--- src/rtl/pwm_pkg.sv ---
// pwm_pkg
// Shared definitions for the PWM peripheral: default counter and prescale
// widths and the counting-direction encoding. The register block imports
// this package as well, so both sides agree on field widths and on the
// meaning of the upnotdown bit.
package pwm_pkg;

    localparam int COUNTER_W  = 16;
    localparam int PRESCALE_W = 8;

    // Encoding matches the upnotdown bit of the register block directly.
    typedef enum logic {
        DIR_DOWN = 1'b0,
        DIR_UP   = 1'b1
    } counter_dir_e;

endpackage : pwm_pkg

--- src/rtl/pwm_prescaler.sv ---
// pwm_prescaler
// Clock divider for the PWM timebase. It produces a one-clock tick once
// every prescale+1 enabled clocks.
//
// Ports:
//   clk       in   peripheral clock, rising edge
//   rst       in   synchronous active-high reset
//   en        in   count enable; psc_cnt holds while low
//   clr       in   synchronous clear of psc_cnt (count_reset from the top)
//   prescale  in   divide value; tick every prescale+1 enabled clocks
//   tick      out  combinational, high on the enabled clock that advances
//                  the counter
module pwm_prescaler
    import pwm_pkg::*;
#(
    parameter int PRESCALE_W = pwm_pkg::PRESCALE_W
) (
    input  logic                  clk,
    input  logic                  rst,
    input  logic                  en,
    input  logic                  clr,
    input  logic [PRESCALE_W-1:0] prescale,
    output logic                  tick
);

    logic [PRESCALE_W-1:0] psc_cnt;

    // A >= compare, not ==, so that lowering prescale below the current
    // psc_cnt ticks on the next clock instead of running through 2^W.
    // Because psc_cnt only increments while it is below prescale, it never
    // exceeds the largest prescale value and cannot overflow.
    assign tick = en && (psc_cnt >= prescale);

    always_ff @(posedge clk) begin
        if (rst || clr) begin
            psc_cnt <= '0;
        end else if (en) begin
            if (tick) begin
                psc_cnt <= '0;
            end else begin
                psc_cnt <= psc_cnt + PRESCALE_W'(1);
            end
        end
    end

endmodule : pwm_prescaler

--- src/rtl/pwm_counter.sv ---
// pwm_counter
// Programmable up/down timebase for the PWM generator. It counts within
// 0..period at the rate set by the prescaler. It pulses cycle_end for one
// clock at each wrap so that the comparator stage can reload its compare
// values.
//
// Ports:
//   clk          in   peripheral clock, rising edge
//   rst          in   synchronous active-high reset
//   en           in   count enable (level)
//   count_reset  in   level; clears counter, prescaler and cycle_end
//   upnotdown    in   1 = count up, 0 = count down
//   period       in   terminal value, range is 0..period inclusive
//   prescale     in   counter advances once every prescale+1 clocks
//   counter_val  out  current count, registered
//   cycle_end    out  registered one-clock pulse, coincident with the
//                     wrapped counter value
module pwm_counter
    import pwm_pkg::*;
#(
    parameter int COUNTER_W  = pwm_pkg::COUNTER_W,
    parameter int PRESCALE_W = pwm_pkg::PRESCALE_W
) (
    input  logic                  clk,
    input  logic                  rst,
    input  logic                  en,
    input  logic                  count_reset,
    input  logic                  upnotdown,
    input  logic [COUNTER_W-1:0]  period,
    input  logic [PRESCALE_W-1:0] prescale,
    output logic [COUNTER_W-1:0]  counter_val,
    output logic                  cycle_end
);

    logic                 tick;
    counter_dir_e         dir;
    logic [COUNTER_W-1:0] next_val;
    logic                 wrap;

    assign dir = counter_dir_e'(upnotdown);

    pwm_prescaler #(
        .PRESCALE_W (PRESCALE_W)
    ) u_prescaler (
        .clk      (clk),
        .rst      (rst),
        .en       (en),
        .clr      (count_reset),
        .prescale (prescale),
        .tick     (tick)
    );

    // Next counter value for a tick. Wraps are driven only by period, and
    // the counter never passes through 2^W. A count left above a reduced
    // period snaps back into range: in up mode the >= compare wraps it to
    // 0 with a pulse. In down mode it is clamped to period without a
    // pulse, because it has not completed a cycle.
    always_comb begin
        next_val = counter_val;
        wrap     = 1'b0;
        if (dir == DIR_UP) begin
            if (counter_val >= period) begin
                next_val = '0;
                wrap     = 1'b1;
            end else begin
                next_val = counter_val + COUNTER_W'(1);
            end
        end else begin
            if (counter_val == '0) begin
                next_val = period;
                wrap     = 1'b1;
            end else if (counter_val > period) begin
                next_val = period;
            end else begin
                next_val = counter_val - COUNTER_W'(1);
            end
        end
    end

    // Resets take priority over a wrap on the same edge, so cycle_end stays
    // low in that case. The tick input already includes en.
    always_ff @(posedge clk) begin
        if (rst || count_reset) begin
            counter_val <= '0;
            cycle_end   <= 1'b0;
        end else if (tick) begin
            counter_val <= next_val;
            cycle_end   <= wrap;
        end else begin
            cycle_end   <= 1'b0;
        end
    end

endmodule : pwm_counter

--- config.mk ---
export PLATFORM = sky130hd
export DESIGN_NAME = pwm_counter
export DESIGN_NICKNAME = d
export VERILOG_FILES = /design/src/rtl/pwm_pkg.sv /design/src/rtl/pwm_prescaler.sv /design/src/rtl/pwm_counter.sv
export SDC_FILE = /design/constraint.sdc
export NUM_CORES = 1
export LEC_CHECK = 0
export BUFFER_PORTS_ARGS = -buffer_cell sky130_fd_sc_hd__buf_4
export CORE_UTILIZATION = 45
export DETAILED_ROUTE_END_ITERATION = 10
export GPL_ROUTABILITY_DRIVEN = 0
export PLACE_DENSITY_LB_ADDON = 0.2
export SYNTH_ARGS = -nofsm -noshare
export SYNTH_HDL_FRONTEND = slang
export SYNTH_SLANG_ARGS = --single-unit
export TNS_END_PERCENT = 10
--- constraint.sdc ---
create_clock -name clk -period 4.7 [get_ports clk]
set_input_delay 0.235 -clock clk [delete_from_list [all_inputs] [get_ports clk]]
set_output_delay 0.235 -clock clk [all_outputs]
set_load 0.005 [all_outputs]
==> results of run 1 <==
[cells in the final DEF (no fill, tap or decap), types with 4 or more instances in the layout]
cell,count
nand4_1,6
ha_1,28
xor2_1,11
dfxtp_1,25
a31oi_1,14
and3_1,8
nor2_1,26
nand3_1,30
inv_1,28
nand3_2,4
a21oi_1,15
xnor2_1,9
nand2_1,19
a22oi_1,6
buf_4,47
nor3_1,12
o21ai_0,10
[critical path: stages, from the launching register on]
cell and delay, ns:
dfxtp_1 0.58, ha_1 0.33, nand4_1 0.15, nor3_1 0.09
o41ai_1 0.65, and3_1 0.56, and3b_1 0.24, a21oi_1 0.04
a31oi_1 0.14
[sequential cells by signal (all words and copies together) (netlist names)]
name and cells:
u_prescaler.psc_cnt 8, cycle_end 1, counter_val 16
[logic make-up after synthesis]
family                     after synthesis  synth area share [%]
adders and majority gates               28                  14.0
xor gates and xnor gates                20                  7.01
DFF                                     25                  20.0
and+or+nand+nor                        129                  28.2
buffers and inverters                   44                  10.4
AOI/OAI and AO/OA                       75                  20.0
muxes                                    1                 0.401
[per-stage QoR]
stage                     cell area (um^2)  instances  power, W  setup slack (ns)
final                                 2830        427  0.000416              1.86
after global routing                  2830        427  0.000430              1.53
after CTS                             2830        427  0.000415              1.88
after detailed placement              2790        423  0.000275              1.93
after global placement                2790        423  0.000274              2.00
after floorplan                       2500        322  0.000247              2.20
[cell type report]
class	instances	area [um^2]	area share [%]
clock buffers	3	41.3	1.46
clock inverters	1	7.51	0.265
inverters	28	105	3.71
multi-input cells	253	1740	61.4
flip-flops and latches	25	500	17.7
well taps	70	87.6	3.09
repair buffers	47	353	12.5
[worst min-delay path by stage]
| stage | end | slack, ns |
|---|---|---|
| after floorplan | counter_val[3] | 0.40 |
| after global placement | u_prescaler.psc_cnt[7] | 0.50 |
| after detailed placement | u_prescaler.psc_cnt[7] | 0.51 |
| after CTS | counter_val[12] | 0.23 |
| after global routing | counter_val[14] | 0.25 |
| final | counter_val[10] | 0.23 |
[power groups by stage]
stage	registers [W]	clock network [W]	logic (W)
3_3_place_gp	0.000218	0	0.0000560
2_1_floorplan	0.000218	0	0.0000294
6_report	0.000213	0.000145	0.0000570
4_1_cts	0.000213	0.000145	0.0000570
5_1_grt	0.000214	0.000152	0.0000643
3_5_place_dp	0.000218	0	0.0000565
[per-layer routing]
| metal | global-route usage, % | routed length, um |
|---|---|---|
| met5 | 0 | 0 |
| met1 | 34.9 | 3240 |
| met4 | 5.38 | 47 |
| met3 | 2.28 | 441 |
| met2 | 33.8 | 2760 |
==> summary.md, run 1 <==
| Metric | Value |
|---|---|
| Status | complete, no violations |
| Setup TNS | 0 ns |
| Min Tclk post-route | roughly 2.8 ns |
| Yosys top cell by area | dfxtp_1 |
| Via density | 5.81 |
| Crit end category | register |
| Clock Power Share | 35.0% |
| Vias in the first global route | 2,216 |
| Pwr/cell area | 147 nW/um^2 |
| Worst-path clk slew | 0.11 ns |
| Hold Vio Cnt, Final | 0 |
| Core area | 5240 um^2 |
| Initial antenna violation count | 0 |
| Skew final | around 0.0066 ns |
| DR WL/cell | 15.2 um |
| Most common cell in the netlist | nand3_1 |
| # setup viols final | 0 |
| Hold-fix buffers, CTS | 0 |
| Register area share after synthesis | 20.0% |
| Longest Clk Path Bufs | 2 |
| Die Wd | 76.5 um |
| Routed vias | around 2,500 |
| IO Port Bufs | 45 |
| Switching Share | 27.6% |
| Worst Hold Class | in2reg |
| Number of fill cells | 524 |
| Post-synth top flop | dfxtp_1 |
| WP data required | 4.92 ns |
| Cell area after synthesis | 2500 um^2 |
| PostCTS Resize Cnt | 0 |
| R2R depth | 8 |
| Slew HR | 54.6% |
| Starting utilization of the core area | 47.7% |
| Post-detail-place hpwl | 4740 um |
| Slew @ Worst Pin | 0.672 ns |
| Detail Route Antenna Nets | 0 |
| Fraction of layout cells with a size suffix above 1 | 17.9% |
| Synth top area share | 20.0% |
| # DRC | 0 |
| Cell variety after synth | 60 |
| Die Y | 76.5 um |
| WL final | between 6000 and 7000 um |
| Synth Net Count | approximately 380 |
| Internal power consumption | 0.000301 W |
| Gate power share | between 10% and 20% |
| # IOs | 46 |
| CP Class | reg2reg |
| H-tree depth | 1 |
| Post-CTS Setup Repair Bufs | 0 |
| TritonCTS Buffers | 3 |
| RSZ-0062 raised after global routing | false |
| F_max | 0.352 GHz |
| Crit share post-route | between 60% and 70% |
| Post-synth top cells | nand3_1, ha_1, inv_1 |
| Worst Path Max Fanout | 13 |
| Gate Count Post-Synth | between 300 and 400 |
| First-pass GRT wire length | 10,900 um |
| Total Routing Usage GR | 22.9% |
| Hold Worst Slack | roughly 0.23 ns |
| CTS root buffer | clkbuf_8 |
| P_leak | 1.22 nW |
| Max-cap violations | 0 |
| Hold depth | 3 |
| Crit path capture | counter_val[7] |
| Worst-Skew Late Latency | 0.29 ns |
| Worst setup SP type | register |
| Clk sinks | 25 |
| Std cell rows | 26 |
| R2R Setup Slk | 1.86 ns |
| Hold path startpoint | period[10] |
| NumNets Final | 415 |
| R2R Path Start | counter_val[5] |
| Synth area leaders | dfxtp_1, ha_1, nand3_1 |
| Critical Path AT | 3.06 ns |
| DR iter-0 viols | between 100 and 150 |
| TritonCTS clock tree | built |
| Final Max Slew Viols | 0 |
| #FFs+latches synth | 25 |
| Average size of a mapped cell | 7.76 um^2 |
| NetSw | 0.000115 W |
| Area Growth Syn to Fin | 13.4% |
| Ys async rst share | 0% |
| R2r endpoint | counter_val[7] |
| Setup crit start | counter_val[5] |
| Remaining Overflow, GRT | 0 |
| Worst VDD drop | 0.104 mV |
| DR pass1 iterations | 4 |
| Die area | 5850 um^2 |
| N_diodes | 0 |
| Number of synthesized flops with an enable pin | 0 |
| Sequential Power Share | around half |
| Post-layout util | 54.1% |
| Largest net degree at the start of global routing | 25 |
| Yosys warns | 0 |
Power figures use the tool's default switching activity.
==> run 2: changes to the inputs <==
clock period = 2.88 ns   (was 4.7 ns; I/O delays follow)
==> summary.md, run 2 (synthesis gave the netlist of run 1 again) <==
| Metric | Value |
|---|---|
| Status | complete, no violations |
| Post-Place Cells | 437 |
| WP data required | 3.08 ns |
| Worst setup SP type | register |
| CTS root buffer | clkbuf_8 |
| IO Port Bufs | 45 |
| # setup viols final | 0 |
| Remaining Overflow, GRT | 0 |
| R2R depth | 9 |
| Std cell rows | 26 |
| Min Tclk post-route | 2.59 ns |
| Worst VDD drop | 0.170 mV |
| Gate power share | 14.2% |
| Cell Count, Final, Fillers Out | 441 |
| Clock Power Share | between 30 and 40% |
| Max-cap violations | 0 |
| Max incr delay on CP | 0.70 ns |
| Detail Route Antenna Nets | 0 |
| Total Routing Usage GR | 24.0% |
| Skew final | between 0.002 and 0.003 ns |
| Slowest cell on crit path | nor2_1 |
| Switching Share | between 20% and 30% |
| P_leak | 1.30 nW |
| Critical path, cell by cell | inv_1 > ha_1 > nand2b_1 > a2111oi_1 > a2bb2oi_1 > nor2_1 > buf_4 > nand3_1 > a31oi_1 |
| F_max | between 0.3 and 0.4 GHz |
| Post-layout util | 56.1% |
| Vias in the first global route | between 2,000 and 2,500 |
| Hold path startpoint | period[8] |
| First-pass GRT wire length | 11,300 um |
| Die Wd | between 70 and 80 um |
| DR iter-0 viols | 225 |
| TritonCTS Buffers | 3 |
| Die area | 5850 um^2 |
| CP Buf/Inv Count | 2 |
| N_diodes | 0 |
| Slew HR | about two fifths |
| Via density | roughly 5.7 |
| Post-CTS Setup Repair Bufs | 0 |
| Slew @ Worst Pin | 0.907 ns |
| Starting utilization of the core area | a little under half |
| NumNets Final | between 400 and 500 |
| RSZ-0062 raised after global routing | false |
| TritonCTS clock tree | built |
| Internal power consumption | 0.000492 W |
| Core area | roughly 5200 um^2 |
| Clk sinks | 25 |
| Worst Hold Class | in2reg |
| Post-detailed-placement cell area | 2890 um^2 |
| Leading cell type in the layout, fill and taps excluded | buf_4 |
| DR WL/cell | 15.4 um |
| Sequential Power Share | 51.6% |
| # DRC | 0 |
| WL final | 6800 um |
| Hold depth | 3 |
| NetSw | 0.000182 W |
| Top Registers | counter_val x16, u_prescaler.psc_cnt x8, cycle_end x1 |
| Biggest register | counter_val |
| R2r endpoint | counter_val[15] |
| Hold Vio Cnt, Final | 0 |
| Setup TNS | 0 ns |
| DR pass1 iterations | 4 |
| Die Y | between 70 and 80 um |
| Fraction of layout cells with a size suffix above 1 | between 20% and 30% |
| Final Max Slew Viols | 0 |
| # IOs | 46 |
| H-tree depth | 1 |
| WHS Endpoint | counter_val[8] |
| Critical Path AT | ~2.8 ns |
| R2R Setup Slk | 0.29 ns |
| Initial antenna violation count | 0 |
| Most frequent cells in the layout | buf_4, nand3_1, inv_1, ha_1, nor2_1 |
| Post-detail-place hpwl | 5120 um |
| Worst Path Max Fanout | 13 |
| Max reg flops | 16 |
| Final instance area | slightly below 3000 um^2 |
| Crit end category | register |
| Largest net degree at the start of global routing | 17 |
| R2R Path Start | u_prescaler.psc_cnt[0] |
| Worst-path clk slew | 0.10 ns |
| Worst-Skew Late Latency | roughly 0.28 ns |
| CP top delay family | simple AND/OR/NAND/NOR gates |
| Crit share post-route | between 80% and 90% |
| Pwr/cell area | around 230 nW/um^2 |
| Longest Clk Path Bufs | 2 |
| CP Class | reg2reg |
| Routed vias | 2,495 |
| Area Growth Syn to Fin | 17.7% |
[run 2: cell types whose count changed in the layout (fill, tap and decap cells not counted)]
cell	delta
buf_4	+14
a2111oi_0	-1
a2111oi_1	+1
[run 2: worst max path at each step]
stage,cells after the start,endpoint,start
floorplan,9,counter_val[8],u_prescaler.psc_cnt[0]
global placement,9,counter_val[13],u_prescaler.psc_cnt[0]
detailed placement,9,counter_val[15],u_prescaler.psc_cnt[0]
CTS,9,counter_val[15],u_prescaler.psc_cnt[0]
global route,9,counter_val[10],u_prescaler.psc_cnt[0]
finish,9,counter_val[15],u_prescaler.psc_cnt[0]
[run 2: area by class of cell]
type,instances,area (um^2)
clock inverter,1,7.51
timing repair buffer,61,458
clock buffer,3,41.3
sequential,25,500
multi-input combinational,253,1740
fill,507,2300
tap,70,87.6
inverter,28,105
[run 2: per-layer routing]
metal  GRT usage, %  routed length, um  part of all wire [%]  up-vias
met1           33.5               3330                    49     1120
met3           3.11                424                   6.2        6
met2           38.7               3000                    44       98
li1               -                  -                     -     1271
met5              0                  0                     0        -
met4           6.15                 48                  0.71        0
[run 2: power by group through the flow]
stage          clock, W  combinational (W)  sequential, W
2_1_floorplan         0          0.0000480       0.000356
3_5_place_dp          0          0.0000942       0.000356
3_3_place_gp          0          0.0000927       0.000356
4_1_cts        0.000240          0.0000948       0.000348
5_1_grt        0.000255           0.000107       0.000349
6_report       0.000231          0.0000956       0.000348
[run 2: timing repair]
item	in CTS	in global routing
resized for setup	0	1
hold buffers	0	0
setup endpoints to repair	0	7
[run 2: per-stage QoR]
stage	total power [W]	hold WS [ns]	worst slack, ns
6_report	0.000675	0.150	0.290
2_1_floorplan	0.000404	0.307	0.384
5_1_grt	0.000711	0.144	0.0113
3_5_place_dp	0.000450	0.451	0.320
4_1_cts	0.000683	0.139	0.285
3_3_place_gp	0.000449	0.443	0.325
[run 2: worst min-delay path: cells and delay by family]
family / cells / cell delay (ns)
compound gates: 1 / 0.07
buf+inv: 1 / 0.11
simple gates: 1 / 0.05
==> run 3: changes to the inputs <==
REMOVE_ABC_BUFFERS = 1   (was unset)
SYNTH_HIERARCHICAL = 1   (was unset)
==> summary.md, run 3 <==
| Metric | Value |
|---|---|
| Status | complete, no violations |
| TritonCTS clock tree | built |
| CTS root buffer | clkbuf_8 |
| Ys async rst share | 0% |
| Post-detail-place hpwl | roughly 5600 um |
| CP Buf/Inv Count | 0 |
| DR WL/cell | 15.7 um |
| H-tree depth | 1 |
| Number of synthesized flops with an enable pin | 0 |
| Largest net degree at the start of global routing | 21 |
| Leading cell type in the layout, fill and taps excluded | buf_4 |
| # IOs | 46 |
| NumNets Final | 448 |
| Worst-path clk slew | 0.10 ns |
| R2R depth | 8 |
| Cell variety after synth | 62 |
| Detail Route Antenna Nets | 0 |
| Hold Worst Slack | 0.115 ns |
| Biggest register | counter_val |
| RSZ-0062 raised after global routing | false |
| N_diodes | 0 |
| Critical Path AT | 2.89 ns |
| Synth area leaders | dfxtp_1, ha_1, nand3_1 |
| Cell area after synthesis | 2650 um^2 |
| #FFs+latches synth | 25 |
| Critical path, cell by cell | ha_1 > nand4_2 > or3_4 > a211o_1 > and3_4 > o21ai_4 > mux2_2 > a211oi_1 |
| Pwr/cell area | around 220 nW/um^2 |
| Crit share post-route | 93.7% |
| Top Registers | counter_val x16, u_prescaler/psc_cnt x8, cycle_end x1 |
| Worst-Skew Late Latency | 0.28 ns |
| Setup TNS | 0 ns |
| Hold depth | 3 |
| WL final | 7270 um |
| Max incr delay on CP | 0.45 ns |
| Hold path startpoint | period[12] |
| WP data required | 3.07 ns |
| Clk sinks | 25 |
| Die Wd | 78.7 um |
| Die area | about 6200 um^2 |
| CP Class | reg2reg |
| Max-cap violations | 0 |
| Fraction of layout cells with a size suffix above 1 | between 20 and 25% |
| Switching Share | 27.4% |
| Internal power consumption | between 0.0004 and 0.0005 W |
| Total Routing Usage GR | 24.6% |
| Post-synth top cells | nand2_1, ha_1, inv_1 |
| Post-layout util | 57.0% |
| Total power | about 0.00069 W |
| F_max | 0.371 GHz |
| Die Y | 78.7 um |
| Gate power share | between 10% and 20% |
| Std cell rows | 27 |
| # setup viols final | 0 |
| Starting utilization of the core area | 47.5% |
| NetSw | between 0.00015 and 0.0002 W |
| Slowest cell on crit path | or3_4 |
| Routed vias | 2,665 |
| First-pass GRT wire length | around 12,000 um |
| Max reg flops | 16 |
| Cell Count, Final, Fillers Out | 462 |
| Register area share after synthesis | 18.9% |
| Gate Count Post-Synth | 339 |
| Post-synth top flop | dfxtp_1 |
| Via density | 5.77 |
| Clock Power Share | 33.7% |
| Worst Path Max Fanout | 6 |
| Post-CTS Setup Repair Bufs | 0 |
| Core area | 5570 um^2 |
| # DRC | 0 |
| Post-Place Cells | 458 |
| Hold-fix buffers, CTS | 0 |
| Initial antenna violation count | 0 |
| Worst Hold Class | in2reg |
| Average size of a mapped cell | between 7 and 8 um^2 |
| Vias in the first global route | 2,555 |
| DR iter-0 viols | 148 |
| P_leak | 1.38 nW |
| Setup crit start | counter_val[12] |
| Hold Vio Cnt, Final | 0 |
| Skew final | 0.00677 ns |
| Slew @ Worst Pin | approximately 0.59 ns |
| Yosys warns | 6 |
| Most frequent cells in the layout | buf_4, nand2_1, ha_1 |
| Crit end category | register |
| Min Tclk post-route | 2.70 ns |
| Most common cell in the netlist | nand2_1 |
| Slew HR | 60.7% |
| Synth top area share | 18.9% |
| IO Port Bufs | 45 |
| PostCTS Resize Cnt | 0 |
| Worst setup SP type | register |
| Longest Clk Path Bufs | 2 |
| Area Growth Syn to Fin | 20.2% |
| Worst VDD drop | 0.184 mV |
| R2R Path Start | counter_val[12] |
| Final Max Slew Viols | 0 |
| CP top delay family | compound AO/OA/AOI/OAI gates |
| Yosys top cell by area | dfxtp_1 |
| Sequential Power Share | between 50 and 60% |
| TritonCTS Buffers | 3 |
| Critical path depth | 8 |
| DR pass1 iterations | 4 |
| Remaining Overflow, GRT | 0 |
==> run 3: changes by cell type in the layout (fill, tap and decap cells not counted), sizes merged, moves of 3 or more <==
| cell | delta |
|---|---|
| nor4 | +14 |
| nand2 | +11 |
| nand3 | -11 |
| buf | +7 |
| a31oi | -5 |
| mux2i | +5 |
| nor2 | -5 |
| o31ai | +5 |
| and3 | -4 |
| and2 | -3 |
| nand4 | +3 |
| nor2b | +3 |
| xnor2 | -3 |
==> run 3: worst paths after layout <==
| path | to | slack [ns] |
|---|---|---|
| min reg2reg | u_prescaler/psc_cnt[7] | 0.57 |
| max | counter_val[1] | 0.18 |
| min | counter_val[12] | 0.11 |
| max reg2reg | counter_val[1] | 0.18 |
==> run 3: cell type report <==
type                       count  area, um^2
fill                         531        2400
multi-input combinational    264        1920
timing repair buffer          68         510
sequential                    25         500
inverter                      29         109
tap                           72        90.1
clock buffer                   3        41.3
clock inverter                 1        8.76
==> run 3: logic make-up (layout without fill, tap and decap cells) <==
kind of cell    Yosys count  after routing  share of synthesized area, %
fa+ha+maj                28             28                          13.2
simple gates            135            135                          29.4
flops                    25             25                          18.9
buf+inv                  50            101                          8.56
compound gates           74             74                          20.5
xor+xnor                 19             19                          6.29
mux                       8              8                          3.12
==> run 3: per-stage QoR <==
| stage | cell area (um^2) | setup slack, ns |
|---|---|---|
| global route | 3180 | 0.000542 |
| finish | 3180 | 0.182 |
| global placement | 3130 | 0.294 |
| CTS | 3180 | 0.196 |
| floorplan | 2530 | -0.185 |
| detailed placement | 3130 | 0.228 |
==> run 3: power by group through the flow <==
| stage | logic [W] | clock network [W] | registers [W] |
|---|---|---|---|
| 6_report | 0.000108 | 0.000232 | 0.000348 |
| 2_1_floorplan | 0.0000500 | 0 | 0.000356 |
| 3_3_place_gp | 0.000105 | 0 | 0.000356 |
| 3_5_place_dp | 0.000108 | 0 | 0.000356 |
| 5_1_grt | 0.000120 | 0.000253 | 0.000349 |
| 4_1_cts | 0.000109 | 0.000241 | 0.000348 |
==> run 3: worst reg2reg max path: stages, from the launching register on <==
cell	delay (ns)
dfxtp_1	0.33
ha_1	0.32
nand4_2	0.11
or3_4	0.45
a211o_1	0.30
and3_4	0.17
o21ai_4	0.27
mux2_2	0.38
a211oi_1	0.28
==> run 3: metal layers <==
layer	track usage [%]	part of all wire [%]	wire, um
met4	8.33	2.3	166
met2	40.7	46	3310
met3	1.98	5.7	416
met5	0	0	0
met1	33.3	46	3370
